**config.mk**
```make
export PLATFORM = sky130hd
export DESIGN_NAME = ac97_rx_deframer
export DESIGN_NICKNAME = d
export VERILOG_FILES = /design/src/rtl/ac97_rx_deframer.sv
export SDC_FILE = /design/constraint.sdc
export NUM_CORES = 1
export LEC_CHECK = 0
export BUFFER_PORTS_ARGS = -buffer_cell sky130_fd_sc_hd__buf_2
export CAP_MARGIN = 20
export CORE_ASPECT_RATIO = 0.7
export CORE_MARGIN = 5
export CORE_UTILIZATION = 30
export CTS_CLUSTER_DIAMETER = 40
export DETAILED_ROUTE_END_ITERATION = 8
export PLACE_DENSITY = 0.59
export SYNTH_ARGS = -nofsm -noshare
export SYNTH_HDL_FRONTEND = slang
export SYNTH_SLANG_ARGS = --single-unit
```
**constraint.sdc**
```tcl
create_clock -name ac97_bitclk -period 2.85 [get_ports ac97_bitclk]
set_clock_uncertainty 0.2 [all_clocks]
set_input_delay 0.1425 -clock ac97_bitclk [delete_from_list [all_inputs] [get_ports ac97_bitclk]]
set_output_delay 0.1425 -clock ac97_bitclk [all_outputs]
set_load 0.005 [all_outputs]
```
**src/rtl/ac97_rx_deframer.sv**
```systemverilog
// AC-link receive deframer: aligns to ac97_sync, deserialises codec->controller frames and
// publishes TAG, register-read status (slots 1/2) and PCM capture (slots 3/4).
// Optional build macro AC97_RX_SLOTREQ_EN adds the slot_req[9:0] output (slot1[11:2]).
module ac97_rx_deframer #(
    parameter int unsigned LOCK_FRAMES = 2
) (
    input  logic        ac97_bitclk,
    input  logic        ac97_rst_b,
    input  logic        ac97_sdata_in,
    input  logic        ac97_sync,
    output logic        locked,
    output logic        sync_err,
    output logic        frame_strobe,
    output logic        codec_ready,
    output logic [11:0] tag_valid,
    output logic        status_valid,
    output logic [6:0]  status_addr,
    output logic [15:0] status_data,
`ifdef AC97_RX_SLOTREQ_EN
    output logic [9:0]  slot_req,
`endif
    output logic        pcm_valid,
    output logic [19:0] pcm_left,
    output logic [19:0] pcm_right
);

    localparam int unsigned FRAME_BITS = 256;
    localparam int unsigned SLOT_BITS  = 20;
    localparam int unsigned TAG_BITS   = 16;
    localparam int unsigned CNT_W      = 8;
    // Only the TAG and slots 1..4 carry information this block decodes.
    localparam int unsigned CAP_BITS   = TAG_BITS + 4 * SLOT_BITS;
    localparam int unsigned GOOD_W     = (LOCK_FRAMES < 2) ? 1 : $clog2(LOCK_FRAMES + 1);

    localparam logic [CNT_W-1:0]  CNT_LAST = CNT_W'(FRAME_BITS - 1);
    localparam logic [CNT_W-1:0]  CNT_PRE  = CNT_W'(FRAME_BITS - 2);
    localparam logic [CNT_W-1:0]  CNT_CAP  = CNT_W'(CAP_BITS);
    localparam logic [GOOD_W:0]   LOCK_TGT = (GOOD_W + 1)'(LOCK_FRAMES);

    // Capture-register field positions (frame bit 0 lands in the MSB).
    localparam int unsigned S1_MSB = CAP_BITS - TAG_BITS - 1;
    localparam int unsigned S2_MSB = S1_MSB - SLOT_BITS;
    localparam int unsigned S3_MSB = S2_MSB - SLOT_BITS;
    localparam int unsigned S4_MSB = S3_MSB - SLOT_BITS;

    typedef enum logic [1:0] {
        ST_UNLOCKED = 2'd0,
        ST_LOCKING  = 2'd1,
        ST_LOCKED   = 2'd2
    } state_t;

    state_t              state_q;
    state_t              state_d;
    logic [CNT_W-1:0]    cnt_q;
    logic [CNT_W-1:0]    cnt_d;
    logic [GOOD_W-1:0]   good_q;
    logic [GOOD_W-1:0]   good_d;
    logic [GOOD_W:0]     good_inc_c;
    logic                armed_q;
    logic                armed_d;
    logic                sdata_neg;
    logic                sync_q;
    logic [CAP_BITS-1:0] cap_q;
    logic                rise_c;
    logic                err_c;
    logic                publish_c;
    logic                cap_unused;

    logic [19:0] slot1_c;
    logic [19:0] slot2_c;
    logic [19:0] slot3_c;
    logic [19:0] slot4_c;
    logic        v_slot1_c;
    logic        v_slot2_c;
    logic        v_slot3_c;
    logic        v_slot4_c;

    assign rise_c     = ac97_sync & ~sync_q;
    assign good_inc_c = {1'b0, good_q} + (GOOD_W + 1)'(1);

    assign slot1_c    = cap_q[S1_MSB -: SLOT_BITS];
    assign slot2_c    = cap_q[S2_MSB -: SLOT_BITS];
    assign slot3_c    = cap_q[S3_MSB -: SLOT_BITS];
    assign slot4_c    = cap_q[S4_MSB -: SLOT_BITS];
    assign v_slot1_c  = cap_q[CAP_BITS - 2];
    assign v_slot2_c  = cap_q[CAP_BITS - 3];
    assign v_slot3_c  = cap_q[CAP_BITS - 4];
    assign v_slot4_c  = cap_q[CAP_BITS - 5];
    // TAG bits 2..0 and unused slot fields are intentionally dropped.
    assign cap_unused = ^cap_q;

    // Codec launches data on the rising edge, so sample it half a bit later.
    always_ff @(negedge ac97_bitclk or negedge ac97_rst_b) begin
        if (!ac97_rst_b) begin
            sdata_neg <= 1'b0;
        end else begin
            sdata_neg <= ac97_sdata_in;
        end
    end

    // State register, bit counter, sync history and capture shifter.
    always_ff @(posedge ac97_bitclk or negedge ac97_rst_b) begin
        if (!ac97_rst_b) begin
            state_q <= ST_UNLOCKED;
            cnt_q   <= '0;
            good_q  <= '0;
            armed_q <= 1'b0;
            sync_q  <= 1'b0;
            cap_q   <= '0;
        end else begin
            state_q <= state_d;
            cnt_q   <= cnt_d;
            good_q  <= good_d;
            armed_q <= armed_d;
            sync_q  <= ac97_sync;
            if (cnt_q < CNT_CAP) begin
                cap_q <= {cap_q[CAP_BITS-2:0], sdata_neg};
            end
        end
    end

    // Alignment FSM: next state, counter reload, lock qualification, publish decision.
    always_comb begin
        state_d   = state_q;
        cnt_d     = cnt_q + CNT_W'(1);
        good_d    = good_q;
        armed_d   = armed_q;
        err_c     = 1'b0;
        publish_c = 1'b0;
        case (state_q)
            ST_UNLOCKED: begin
                if (rise_c) begin
                    state_d = (LOCK_FRAMES <= 1) ? ST_LOCKED : ST_LOCKING;
                    cnt_d   = CNT_LAST;
                    good_d  = GOOD_W'(1);
                end
            end
            ST_LOCKING: begin
                if (rise_c) begin
                    if (cnt_q == CNT_PRE) begin
                        good_d = good_inc_c[GOOD_W-1:0];
                        if (good_inc_c >= LOCK_TGT) begin
                            state_d = ST_LOCKED;
                        end
                    end else begin
                        cnt_d  = CNT_LAST;
                        good_d = GOOD_W'(1);
                    end
                end
            end
            ST_LOCKED: begin
                if (rise_c && (cnt_q != CNT_PRE)) begin
                    err_c   = 1'b1;
                    state_d = ST_LOCKING;
                    cnt_d   = CNT_LAST;
                    good_d  = GOOD_W'(1);
                end else if (cnt_q == CNT_LAST) begin
                    // The first bit-255 seen after locking closes a partial frame; skip it.
                    publish_c = armed_q;
                    armed_d   = 1'b1;
                end
            end
            default: begin
                state_d = ST_UNLOCKED;
            end
        endcase
        if (state_d != ST_LOCKED) begin
            armed_d = 1'b0;
        end
    end

    // Published outputs: pulses for one cycle, payloads hold between their pulses.
    always_ff @(posedge ac97_bitclk or negedge ac97_rst_b) begin
        if (!ac97_rst_b) begin
            locked       <= 1'b0;
            sync_err     <= 1'b0;
            frame_strobe <= 1'b0;
            codec_ready  <= 1'b0;
            tag_valid    <= '0;
            status_valid <= 1'b0;
            status_addr  <= '0;
            status_data  <= '0;
            pcm_valid    <= 1'b0;
            pcm_left     <= '0;
            pcm_right    <= '0;
        end else begin
            locked       <= (state_d == ST_LOCKED);
            sync_err     <= err_c;
            frame_strobe <= publish_c;
            status_valid <= publish_c & v_slot1_c & v_slot2_c;
            pcm_valid    <= publish_c & v_slot3_c & v_slot4_c;
            if (publish_c) begin
                codec_ready <= cap_q[CAP_BITS-1];
                tag_valid   <= cap_q[CAP_BITS-2 -: 12];
                if (v_slot1_c && v_slot2_c) begin
                    status_addr <= slot1_c[18:12];
                    status_data <= slot2_c[19:4];
                end
                if (v_slot3_c && v_slot4_c) begin
                    pcm_left  <= slot3_c;
                    pcm_right <= slot4_c;
                end
            end
        end
    end

`ifdef AC97_RX_SLOTREQ_EN
    // Codec slot-request flags (active low), refreshed whenever slot1 is tagged valid.
    always_ff @(posedge ac97_bitclk or negedge ac97_rst_b) begin
        if (!ac97_rst_b) begin
            slot_req <= 10'h3FF;
        end else if (publish_c && v_slot1_c) begin
            slot_req <= slot1_c[11:2];
        end
    end
`endif

endmodule

```
## After elaboration in Yosys (flattened, before gate mapping)

Index checks and enable logic that the tools add are counted.

| cells by class | value |
|---|---|
| add/sub/neg operators | 2 |
| order comparisons | 2 |
| eq/ne operators | 11 |
| mux-type cells | 25 |
| bitwise logic cells | 6 |
| reductions and logical operators | 11 |

Operator list:

| cell | count |
|---|---|
| 8-bit two-way mux | 4 |
| 8-bit case mux with 3 select lines | 1 |
| 2-bit two-way mux | 9 |
| 8-bit equality test, second input constant | 2 |
| 2-bit case mux with 3 select lines | 2 |
| 1-bit two-way mux | 9 |
| 8-bit by 1-bit adder with 8-bit output, second input constant | 1 |
| 8-bit by 7-bit < comparator with 1-bit output, second input constant | 1 |
| 2-bit != test, second input constant | 4 |
| 8-bit != test, second input constant | 1 |
| 1-bit AND | 5 |
| 2-bit equality test, second input constant | 2 |
| 2-bit AND reduction | 2 |
| 4-bit AND reduction | 1 |
| 2-bit nonzero test | 2 |
| 2-bit by 1-bit adder with 3-bit output, second input constant | 1 |
| 3-bit by 2-bit >= comparator with 1-bit output, second input constant | 1 |
| 1-bit logical AND | 3 |
| 3-bit AND reduction | 1 |
| 3-bit nonzero test | 1 |
| 2-bit by 1-bit equality test with 1-bit output, second input constant | 1 |
| 2-bit logical NOT | 1 |
| 2-bit by 1-bit != test with 1-bit output, second input constant | 1 |
| 1-bit inverter | 1 |

| storage, ports and cells | value |
|---|---|
| register bits after elaboration | 192 |
| bits of input ports | 4 |
| output and inout port bits | 81 |
| word-level logic and storage cells | 75 |

## Longest topological paths before layout

Gate-level depths: netlist of the first run.

| logic depth | value |
|---|---|
| depth after elaboration | 9 |
| gate-level depth with buffers | 8 |
| gate-level depth less buffers | 6 |

==> Flow_metrics.wiki, run 1 <==
{| class="wikitable"
! Metric !! Value
|-
| GP Congestion || 0.736
|-
| Post-synthesis register bit count || 192
|-
| Net Sw Power || roughly 1500 µW
|-
| Switching share of total power || 26.3%
|-
| Share of the clock period used by the worst path after layout || between 80% and 90%
|-
| Setup repair after global routing missed its margin || no
|-
| Drt total wl || roughly 13000 µm
|-
| CTS tree || built
|-
| Endpoints failing setup || 0
|-
| Final-layout setup total negative slack || 0 ps
|-
| Fillers || ~2300
|-
| Cell with the largest stage delay on the worst path || dfrtp_1
|-
| Type of element capturing the critical path || flop
|-
| Number of different library cells in the post-synthesis netlist || 36
|-
| Register clock-pin slew on the reported worst setup and hold paths || 70 ps
|-
| H-tree levels || 4
|-
| Status || completed
|-
| Number of nets in the final layout || 549
|-
| Floorplan core area || 23800 µm²
|-
| Non-filler instance count after layout || 872
|-
| Synth top area cells || dfrtp_1 65%, mux2_2 26%, buf_6 0.92%
|-
| Count of clock tree sinks || between 150 and 200
|-
| Antenna fix cells || 0
|-
| Transition time at the pin with the least slew margin || 861 ps
|-
| Post-synthesis cell area || 7300 µm²
|-
| Buffer depth of the longest clock path || 2
|-
| Critical Path, Cell by Cell || inv_1 > ha_1 > and3_1 > o21ai_4 > nor3_4 > buf_4 > mux2_2
|-
| Rel. slew slack || 42.6%
|-
| Final critical delay including setup and external delays || approximately 2400 ps
|-
| Yosys warns || 0
|-
| Leading register cell type out of synthesis || dfrtp_1
|-
| R2R Setup Slk || ~500 ps
|-
| Largest net degree at the start of global routing || 80
|-
| Max-cap violations || 0
|-
| Peak supply drop || 0.382 mV
|-
| Synthesized net count || 452
|-
| Number of flops mapped to enable cells by yosys || 0
|-
| Sum of buffers and inverters on the critical path || 2
|-
| Total power density per cell area || 676 nW/µm²
|-
| Slowest stage delay, CP || 430 ps
|-
| Fraction of layout cells with a size suffix above 1 || 55.1%
|-
| Starting density of the core || 30.7%
|-
| Clk pwr share || 39.8%
|-
| Vias post-DR || 3857
|-
| Die outline height || between 100 and 150 µm
|-
| Top fanout value on the critical path || 23
|-
| Synthesis-to-finish area growth || 19.3%
|-
| Combinational power share || 9.9%
|-
| Setup crit start kind || flop
|-
| Antenna violations before repair || 0
|-
| FFs w/ async S/R, synth || 100%
|-
| Cell family contributing the most delay on the critical path || simple AND/OR/NAND/NOR gates
|-
| Cell count after synthesis || 445
|-
| First-pass GRT wire length || 22500 µm
|-
| Placement Rows || 47
|-
| Num ports || 85
|-
| Sequential fraction of the synthesis area || 65.8%
|-
| Crit Path Category || flop to flop
|-
| Root cell of the clock tree || clkbuf_16
|-
| Die Outline Area || 27600 µm²
|-
| Routed wirelength normalized by instance count || 15.0 µm
|-
| Number of nets still failing antenna checks after routing || 0
|-
| Number of placed instances, taps included || 837
|-
| Proportion of netlist area held by the largest area contributor || 65.4%
|-
| Internal power summed over all cells || 4340 µW
|-
| Crit path DAT || 2470 ps
|-
| Remaining global-route overflow || 0
|-
| Number of detailed-routing iterations run before antenna repair || 4
|-
| Number of buffers inserted during clock tree synthesis || 17
|-
| Area leader, netlist || dfrtp_1
|-
| Detailed-route DRC error count || 0
|-
| Die width || 197 µm
|-
| Maximum clock frequency || about 0.42 GHz
|-
| Global-route usage over all layers || between 10% and 20%
|-
| Min-delay worst type || primary input to async pin
|-
| Count of pins over their slew limit || 0
|-
| Insertion delay to the later sink of the worst-skew pair || 420 ps
|-
| Count of endpoints failing hold in the final timing report || 0
|-
| Number of buffer cells added on primary ports || 84
|-
| Vias in the first global route || 4224
|-
| LEAKAGE || 0.00452 µW
|-
| Critical path data required time || 2960 ps
|-
| Mean instance size in the synthesized netlist || 16.4 µm²
|-
| Setup fix buffers added after clock tree synthesis || 0
|-
| Via-to-Cell Ratio || 4.42
|-
| Half-perimeter wire length of the detailed placement result || 8520 µm
|-
| Number of DRC markers in iteration 0 || 121
|-
| Reg power frac || 50.4%
|}
## final timing paths
check | from | to | depth (start not counted)
min in group ac97_bitclk | ac97_sync | sync_q$_DFF_PN0_ | 2
max reg2reg | cnt_q[0]$_DFF_PN0_ | status_data[5]$_DFFE_PN0P_ | 7
min reg2reg | status_data[1]$_DFFE_PN0P_ | status_data[1]$_DFFE_PN0P_ | 1
min | ac97_rst_b | cap_q[3]$_DFFE_PN0N_ | 3
max in group asynchronous | ac97_rst_b | sdata_neg$_DFF_NN0_ | 2
max | cnt_q[0]$_DFF_PN0_ | status_data[5]$_DFFE_PN0P_ | 7
## state kept, by name, summed over array words and instances, names as in the netlist
name,cells
cnt_q,8
armed_q,1
sync_q,1
pcm_left,20
status_valid,1
tag_valid,12
cap_q,96
sync_err,1
status_addr,7
pcm_right,20
pcm_valid,1
codec_ready,1
status_data,16
frame_strobe,1
sdata_neg,1
locked,1
state_q,2
good_q,2
## layout make-up
cell class | instances | area (µm²) | share of cell area, %
sequential | 192 | 4800 | 55.1
tap | 318 | 398 | 4.56
clock inverter | 14 | 150 | 1.72
multi-input combinational | 229 | 2360 | 27.1
clock buffer | 17 | 425 | 4.88
timing repair buffer | 97 | 559 | 6.42
inverter | 5 | 18.8 | 0.215
## power by group through the flow
stage	sequential, µW	combinational (µW)	clock, µW
after floorplan	2980	442	0
after global placement	3000	553	0
after detailed placement	3020	582	0
after CTS	2970	592	2440
after global routing	2980	649	2550
final	2970	580	2340
## synthesized netlist by cell type (all sizes together), types with 2 or more instances
library cell / instances
mux2: 172
o21ba: 2
and3: 3
a21oi: 3
ha: 3
nand2: 11
nor2: 3
nor4: 2
and4: 2
buf: 16
nand2b: 2
nor3: 4
clkbuf: 3
xnor2: 2
nand3: 3
xor2: 3
nor2b: 2
inv: 5
dfrtp: 191
o21ai: 4
a31oi: 2
## what timing repair did
action | CTS | global route
hold endpoints to repair | 182 | 0
resized for setup | 0 | 0
hold buffers | 3 | 0
## metal layers
| layer | GRT usage, % | up-vias | wire [µm] |
|---|---|---|---|
| met5 | 0 | - | 0 |
| met4 | 3.75 | 0 | 189 |
| met3 | 3.07 | 15 | 612 |
| met2 | 15.4 | 62 | 6180 |
| met1 | 13.4 | 2007 | 6080 |
| li1 | - | 1773 | - |
## logic make-up after synthesis
logic type | Yosys count | synth area share (%)
flops | 192 | 65.8
mux | 173 | 26.7
simple gates | 34 | 2.95
buf+inv | 24 | 2.06
compound gates | 14 | 1.46
xor+xnor | 5 | 0.600
fa+ha+maj | 3 | 0.514
## metrics by stage
step | area, µm² | hold WS (ps) | util (%) | setup slack [ps] | total power [µW]
2_1_floorplan | 7300 | -353 | - | 557 | 3420
5_1_grt | 8720 | 177 | 36.6 | 372 | 6180
4_1_cts | 8700 | 169 | 36.5 | 474 | 6000
3_3_place_gp | 8090 | -192 | 34.0 | 534 | 3560
3_5_place_dp | 8090 | -187 | 34.0 | 479 | 3600
6_report | 8720 | 180 | 36.6 | 496 | 5890
## worst reg2reg max path, cell delays in order (launching register included)
cell	delay, ps
dfrtp_1	430
inv_1	90
ha_1	130
and3_1	320
o21ai_4	130
nor3_4	220
buf_4	340
mux2_2	400
## placed cells by master, fill, tap and decap left out, drive strengths merged, types with 4 or more instances in the layout
cell	netlist	layout
clkinv	0	6
nor3	4	4
dfrtp	191	191
nand2	11	11
buf	16	93
o21ai	4	4
clkbuf	3	18
inv	5	11
mux2	172	172
Power figures use the tool's default switching activity.
==> run 2, diff against run 1 <==
- ABC_AREA: default -> 1
- clock period: 2.85 -> 2.2 ns (I/O delays scaled with it)
==> run 2 against run 1 <==
Clock-buffer cell count grew 3. Sequential share of layout area shrank 0.60 points. Via count grew 17%. Clock power grew 37%. Core utilization shrank 0.46 points. Flip-flop and latch count is the same. Die area grew 0.73%. Critical endpoint is now pcm_left[8]$_DFFE_PN0P_. Setup slack lost 290 ps. Power grew 44%. Critical path type unchanged. Combinational power grew 100%. Global-route usage grew 0.89 points. Final cell count grew 23%.
==> Flow_metrics.wiki, run 2 <==
{| class="wikitable"
! Metric !! Value
|-
| Post-synthesis cell area || 7360 µm² (+0.77%)
|-
| Top cells by count, synth || 240 x nand2_1, 191 x dfrtp_1, 81 x mux2_2
|-
| Power consumption || 8490 µW (+44%)
|-
| Antenna fix cells || 0 (unchanged)
|-
| Insertion delay to the later sink of the worst-skew pair || 430 ps (about the same)
|-
| Instance area after placement || 8190 µm² (+1.2%)
|-
| Endpoints failing setup || 0 (unchanged)
|-
| FFs w/ async S/R, synth || 100% (unchanged)
|-
| Uppermost layer routed || met4
|-
| Sequential fraction of the synthesis area || 65.3% (-0.50 points)
|-
| Final Worst Setup Slack || 210 ps (-286 ps)
|-
| Synth top area cells || dfrtp_1 65%, mux2_2 12%, nand2_1 12%
|-
| Critical register-to-register path startpoint || cnt_q[1]$_DFF_PN0_
|-
| Floorplan core area || 24400 µm² (+2.4%)
|-
| Commonest cells after routing, fill and taps aside || 239 x nand2_1, 191 x dfrtp_1, 83 x buf_2, 81 x mux2_2, 28 x inv_1
|-
| Critical path data required time || 2360 ps (-600 ps)
|-
| Met2 wirelength from detailed routing || 5970 µm (-3.4%)
|-
| Peak supply drop || 0.502 mV (+31%)
|-
| Maximum clock frequency || 0.503 GHz (+18%)
|-
| Placement Rows || 48 (+2.1%)
|-
| Number of buffers inserted during clock tree synthesis || 17 (unchanged)
|-
| Max FFs per register || 96 (unchanged)
|-
| Fraction of layout cells with a size suffix above 1 || 29.6% (-25 points)
|-
| Number of flops mapped to enable cells by yosys || 0 (unchanged)
|-
| Die outline height || 141 µm (+0.36%)
|-
| Num ports || 85 (unchanged)
|-
| Total power density per cell area || 964 nW/µm² (+43%)
|-
| First-pass GRT wire length || 24400 µm (+8.6%)
|-
| Vias post-DR || 4495 (+17%)
|-
| Proportion of netlist area held by the largest area contributor || 64.9% (-0.50 points)
|-
| First element of the critical path || cnt_q[1]$_DFF_PN0_
|-
| Register clock-pin slew on the reported worst setup and hold paths || 70 ps (about the same)
|-
| Root cell of the clock tree || clkbuf_16
|-
| Synthesized net count || 652 (+44%)
|-
| Number of DRC markers in iteration 0 || 258 (+110%)
|-
| Pre-CTS setup slack || 206 ps (-273 ps)
|-
| Final-layout setup total negative slack || 0 ps (unchanged)
|-
| Buffer depth of the longest clock path || 2 (unchanged)
|-
| Status || completed
|-
| Max-cap violations || 0 (unchanged)
|-
| Leading register cell type out of synthesis || dfrtp_1
|-
| Type of element capturing the critical path || flop
|-
| Number of placed instances, taps included || 1038 (+24%)
|-
| Number of buffer cells added on primary ports || 84 (unchanged)
|-
| Non-filler instance count after layout || 1072 (+23%)
|-
| Setup repair after global routing missed its margin || no
|-
| Most flop-heavy register || cap_q
|-
| H-tree levels || 4 (unchanged)
|-
| Min-delay worst type || primary input to flop
|-
| Die width || 197 µm (+0.37%)
|-
| Mean instance size in the synthesized netlist || 11.4 µm² (-30%)
|-
| Die Outline Area || 27800 µm² (+0.73%)
|-
| Routed metal-1 wire length || 7410 µm (+22%)
|-
| Endpoint of the most critical register-to-register path || pcm_left[8]$_DFFE_PN0P_
|-
| Via-to-Cell Ratio || 4.19 (-5.2%)
|-
| Crit Path Category || flop to flop
|-
| Count of pins over their slew limit || 0 (unchanged)
|-
| Post-synthesis register bit count || 192 (unchanged)
|-
| Area leader, netlist || dfrtp_1
|-
| Share of the clock period used by the worst path after layout || 90.4% (+7.9 points)
|-
| Largest registers || cap_q x96, pcm_left x20, pcm_right x20
|-
| Transition time at the pin with the least slew margin || 780 ps (-81.4 ps)
|-
| Rel. slew slack || 48.0% (+5.4 points)
|-
| Crit path DAT || 2150 ps (-320 ps)
|-
| Number of nets in the final layout || 741 (+35%)
|-
| Largest net degree at the start of global routing || 129 (+61%)
|-
| LEAKAGE || 0.00484 µW (+7.0%)
|-
| Cell area after layout || 8810 µm² (+1.1%)
|-
| Number of different library cells in the post-synthesis netlist || 26 (-28%)
|-
| Number of nets still failing antenna checks after routing || 0 (unchanged)
|-
| Half-perimeter wire length of the detailed placement result || 9000 µm (+5.6%)
|-
| Setup crit start kind || flop
|-
| Cell count after synthesis || 645 (+45%)
|-
| Depth of the worst register-to-register path || 10 (+3)
|-
| Worst setup path endpoint || pcm_left[8]$_DFFE_PN0P_
|-
| Vias in the first global route || 4587 (+8.6%)
|-
| Most common cell after layout, fill and taps aside || nand2_1
|-
| Quantity of gates resized following cts || 0 (unchanged)
|-
| Routed wirelength normalized by instance count || 13.2 µm (-12%)
|-
| Starting density of the core || 30.2% (-0.48 points)
|-
| Drt total wl || 14200 µm (+8.4%)
|-
| Final critical delay including setup and external delays || 1990 ps (-364 ps)
|-
| R2R Setup Slk || 210 ps (-290 ps)
|-
| Top fanout value on the critical path || 40 (+74%)
|-
| Count of endpoints failing hold in the final timing report || 0 (unchanged)
|-
| Count of clock tree sinks || 192 (unchanged)
|-
| GP Congestion || 0.734 (-0.30%)
|-
| Global-route usage over all layers || 10.9% (+0.89 points)
|-
| Yosys warns || 0 (unchanged)
|-
| Number of detailed-routing iterations run before antenna repair || 4 (unchanged)
|-
| Most common cell in the netlist || nand2_1
|-
| Remaining global-route overflow || 0 (unchanged)
|-
| CTS tree || built
|-
| Routed met3 length || 633 µm (+3.4%)
|-
| Synthesis-to-finish area growth || 19.7%
|-
| Antenna violations before repair || 0 (unchanged)
|-
| Detailed-route DRC error count || 0 (unchanged)
|}
run 2: cell count changes after synthesis, moves of 3 or more:
cell     change
inv_1       +23
nand2_2      +3
inv_2        +3
buf_2        +8
o21ai_1     +11
o21ai_0     +12
nor2_1      +11
nand3_1      +6
and3_1       -3
mux2_2      -90
nor2_4       +4
nand2_1    +229
run 2: worst min-delay path by stage:
| stage | startpoint | end | slack (ps) | cells past startpoint |
|---|---|---|---|---|
| floorplan | ac97_rst_b | armed_q$_DFFE_PN0P_ | -390 | 0 |
| global placement | ac97_sync | sync_q$_DFF_PN0_ | 40 | 1 |
| detailed placement | ac97_sync | sync_q$_DFF_PN0_ | 40 | 1 |
| CTS | ac97_sync | sync_q$_DFF_PN0_ | 120 | 2 |
| global route | ac97_sync | sync_q$_DFF_PN0_ | 130 | 2 |
| finish | ac97_sync | sync_q$_DFF_PN0_ | 140 | 2 |
run 2: worst max-delay path, cell delays in order, from the launching register on:
cell     delay (ps)
dfrtp_1         410
ha_1            220
inv_2            40
nor2_2          170
nand2_2         110
nor2_4          160
nand3_4         110
nor2_4          120
buf_12          200
nand2_1          90
nand2_1          70
run 2: metal layers:
layer / up-vias / global-route usage [%]
met3: 10 / 3.66
met5: - / 0
met4: 0 / 3.06
met1: 2181 / 16.2
met2: 68 / 15.1
li1: 2236 / -
run 2: what timing repair did:
action                                 4_1_cts  5_1_grt
setup endpoints to repair                    0        0
endpoints found under the hold margin      197        0
hold buffers                                 2        0
buffers inserted                             0        0
run 2: stage by stage:
stage / util [%] / hold WS [ps]
after floorplan: - / -386
after global placement: 33.6 / 35.3
after detailed placement: 33.6 / 41.1
after CTS: 36.1 / 117
after global routing: 36.1 / 126
final: 36.1 / 144
run 2: logic make-up (layout without fill, tap and decap cells):
kind of cell | Yosys count | count (layout) | synth area share, %
simple gates | 277 | 277 | 15.4
flops | 192 | 192 | 65.3
mux | 81 | 81 | 12.4
buf+inv | 57 | 159 | 3.81
compound gates | 30 | 30 | 2.04
xor+xnor | 5 | 5 | 0.595
fa+ha+maj | 3 | 3 | 0.510
run 2: cell type report:
class	instances	area (µm²)
Fill cell	2486	15600
Multi-Input combinational cell	396	2280
Timing Repair Buffer	96	599
Sequential cell	192	4800
Clock buffer	20	447
Clock inverter	12	156
Tap cell	325	407
Inverter	31	116
run 2: where the power goes:
part,total [µW],internal (µW),switching [µW]
clock,3200,1830,1370
sequential,4110,3870,238
combinational,1180,507,677
total,8490,6210,2290
==> run 3, diff against run 2 <==
- PLACE_DENSITY: 0.59 -> default
- clock period: 2.2 -> 1.7 ns (I/O delays scaled with it)
==> run 3 against run 2 <==
The flow now finishes with violations (setup timing). Fmax up 3.3%. Clock power up 30%. Power up 35%. Design area up 5.7%. Critical endpoint is now pcm_right[2]$_DFFE_PN0P_. Highest routed layer unchanged.
==> Flow_metrics.wiki, run 3 (synthesized netlist as in run 2, its figures left out) <==
{| class="wikitable"
! Metric !! Value
|-
| Instance area after placement || 8390 µm² (+2.4%)
|-
| Drt total wl || 15600 µm (+9.9%)
|-
| Via-to-Cell Ratio || 4.30 (+2.5%)
|-
| Remaining global-route overflow || 0 (unchanged)
|-
| R2R Setup Slk || -230 ps (-440 ps)
|-
| Number of nets still failing antenna checks after routing || 0 (unchanged)
|-
| Register clock-pin slew on the reported worst setup and hold paths || 70 ps (about the same)
|-
| Antenna violations before repair || 0 (unchanged)
|-
| Max FFs per register || 96 (unchanged)
|-
| Setup repair after global routing missed its margin || yes
|-
| Root cell of the clock tree || clkbuf_16
|-
| Number of placed instances, taps included || 1058 (+1.9%)
|-
| Violated checks || setup timing
|-
| Top cell by count, worst path || nor2_4
|-
| LEAKAGE || 0.00506 µW (+4.7%)
|-
| Total power density per cell area || 1230 nW/µm² (+27%)
|-
| Crit path DAT || 2100 ps (-50 ps)
|-
| Count of pins over their slew limit || 0 (unchanged)
|-
| Largest registers || cap_q x96, pcm_left x20, pcm_right x20
|-
| Synthesis-to-finish area growth || 26.6%
|-
| Half-perimeter wire length of the detailed placement result || 9410 µm (+4.5%)
|-
| Fillers || 2422 (-2.6%)
|-
| H-tree levels || 4 (unchanged)
|-
| Pre-CTS setup slack || -219 ps (-425 ps)
|-
| Vias in the first global route || 4668 (+1.8%)
|-
| Placement Rows || 48 (unchanged)
|-
| Critical path data required time || 1880 ps (-480 ps)
|-
| Global-route usage over all layers || 11.1% (+0.19 points)
|-
| Peak supply drop || 0.747 mV (+49%)
|-
| Starting density of the core || 30.2% (unchanged)
|-
| Clk pwr share || 36.5% (-1.2 points)
|-
| Antenna fix cells || 0 (unchanged)
|-
| Commonest cells after routing, fill and taps aside || 223 x nand2_1, 191 x dfrtp_1, 83 x buf_2, 81 x mux2_2, 27 x inv_1
|-
| Net Sw Power || 3240 µW (+42%)
|-
| Count of clock tree sinks || 192 (unchanged)
|-
| Number of nets in the final layout || 769 (+3.8%)
|-
| Final Worst Setup Slack || -226 ps (-437 ps)
|-
| Most common cell after layout, fill and taps aside || nand2_1
|-
| Die width || 197 µm (unchanged)
|-
| Non-filler instance count after layout || 1100 (+2.6%)
|-
| Core Util, Final || 38.2% (+2.1 points)
|-
| Number of detailed-routing iterations run before antenna repair || 4 (unchanged)
|-
| Max-cap violations || 0 (unchanged)
|-
| Final-layout setup total negative slack || -14460 ps (-14460 ps)
|-
| Setup crit start kind || flop
|-
| Crit Path Category || flop to flop
|-
| Insertion delay to the later sink of the worst-skew pair || 440 ps (about the same)
|-
| GP Congestion || 0.750 (+2.2%)
|-
| Number of buffer cells added on primary ports || 84 (unchanged)
|-
| Min-delay worst type || primary input to async pin
|-
| Cell with the largest stage delay on the worst path || dfrtp_1
|-
| Switching share of total power || 28.3% (+1.4 points)
|-
| Largest net degree at the start of global routing || 107 (-17%)
|-
| Count of endpoints failing hold in the final timing report || 0 (unchanged)
|-
| Combinational power share || 17.2% (+3.3 points)
|-
| Final critical delay including setup and external delays || 1930 ps (-63.5 ps)
|-
| Vias post-DR || 4728 (+5.2%)
|-
| Die outline height || 141 µm (unchanged)
|-
| Transition time at the pin with the least slew margin || 693 ps (-87.1 ps)
|-
| Die Outline Area || 27800 µm² (unchanged)
|-
| Floorplan core area || 24400 µm² (unchanged)
|-
| Buffer depth of the longest clock path || 2 (unchanged)
|-
| Fraction of layout cells with a size suffix above 1 || 35.7% (+6.2 points)
|-
| Share of the clock period used by the worst path after layout || 113% (+23 points)
|-
| Number of DRC markers in iteration 0 || 226 (-12%)
|-
| Rel. slew slack || 53.8% (+5.8 points)
|-
| Cell family contributing the most delay on the critical path || simple AND/OR/NAND/NOR gates
|-
| Detailed-route DRC error count || 0 (unchanged)
|-
| First-pass GRT wire length || 24800 µm (+1.5%)
|-
| Cell area after layout || 9320 µm² (+5.7%)
|-
| Routed wirelength normalized by instance count || 14.1 µm (+7.1%)
|-
| Reg power frac || 46.3% (-2.1 points)
|-
| Type of element capturing the critical path || flop
|-
| Top fanout value on the critical path || 10 (-75%)
|-
| Endpoints failing setup || 80 (+80)
|-
| Maximum clock frequency || 0.519 GHz (+3.3%)
|-
| CTS tree || built
|-
| Num ports || 85 (unchanged)
|-
| Slowest stage delay, CP || 400 ps (about the same)
|-
| Sum of buffers and inverters on the critical path || 3 (+1)
|-
| Most flop-heavy register || cap_q
|-
| Internal power summed over all cells || 8210 µW (+32%)
|-
| Number of buffers inserted during clock tree synthesis || 17 (unchanged)
|-
| Critical Path, Cell by Cell || ha_2 > inv_2 > nor2_4 > nand2_2 > nor2_4 > nand3_4 > nor2_4 > buf_12 > clkbuf_16 > nand2_1 > nand2_1
|-
| Status || finished with violations
|}
## run 3: changes by cell type in the layout (fill, tap and decap cells not counted), sizes merged
cell	delta
inv	+3
clkinvlp	+3
clkinv	-3
bufinv	-1
clkbuf	+3
buf	+23
## run 3: routing by layer
layer | global-route usage, % | vias up | share of wire [%]
met1 | 15.9 | 2354 | 50
met2 | 16.4 | 57 | 45
met4 | 3.83 | 0 | 1.3
li1 | - | 2301 | -
met3 | 2.96 | 16 | 3.6
met5 | 0 | - | 0
## run 3: area by class of cell
type	count	area (µm²)	area share [%]
clock buffers	18	439	4.71
well taps	325	407	4.36
repair buffers	124	970	10.4
flip-flops and latches	192	4800	51.6
multi-input cells	396	2400	25.8
clock inverters	14	174	1.87
inverters	31	123	1.32
## run 3: what timing repair did
| item | CTS | global route |
|---|---|---|
| resized for setup | 3 | 36 |
| endpoints found under the hold margin | 194 | 0 |
| gates cloned | 0 | 6 |
| pin swaps | 0 | 9 |
| setup endpoints to repair | 80 | 99 |
| setup buffers | 0 | 2 |
| hold buffers | 2 | 0 |
## run 3: worst paths after layout
kind                                         endpoint  cells after the start                        from
max reg2reg                  pcm_right[2]$_DFFE_PN0P_                     11          cnt_q[0]$_DFF_PN0_
max in group asynchronous         sdata_neg$_DFF_NN0_                      2                  ac97_rst_b
min                             cap_q[55]$_DFFE_PN0N_                      3                  ac97_rst_b
min reg2reg                status_data[8]$_DFFE_PN0P_                      2  status_data[8]$_DFFE_PN0P_
min in group ac97_bitclk             sync_q$_DFF_PN0_                      2                   ac97_sync
max                          pcm_right[2]$_DFFE_PN0P_                     11          cnt_q[0]$_DFF_PN0_
## run 3: tightest hold or removal path, delay by kind of cell
kind | cells | cell delay, ps
buf+inv | 3 | 1060
## run 3: metrics by stage
step	total power, µW	hold slack, ps
after floorplan	6530	-411
after global placement	7150	-1.68
after detailed placement	7200	1.28
after CTS	11400	80.2
after global routing	12100	107
final	11400	85.6
## run 3: power by group through the flow
stage               clock network, µW  registers [µW]  logic [µW]
floorplan                           0            5320        1210
global route                     4500            5370        2210
global placement                    0            5370        1790
finish                           4170            5300        1970
CTS                              4310            5290        1840
detailed placement                  0            5380        1820
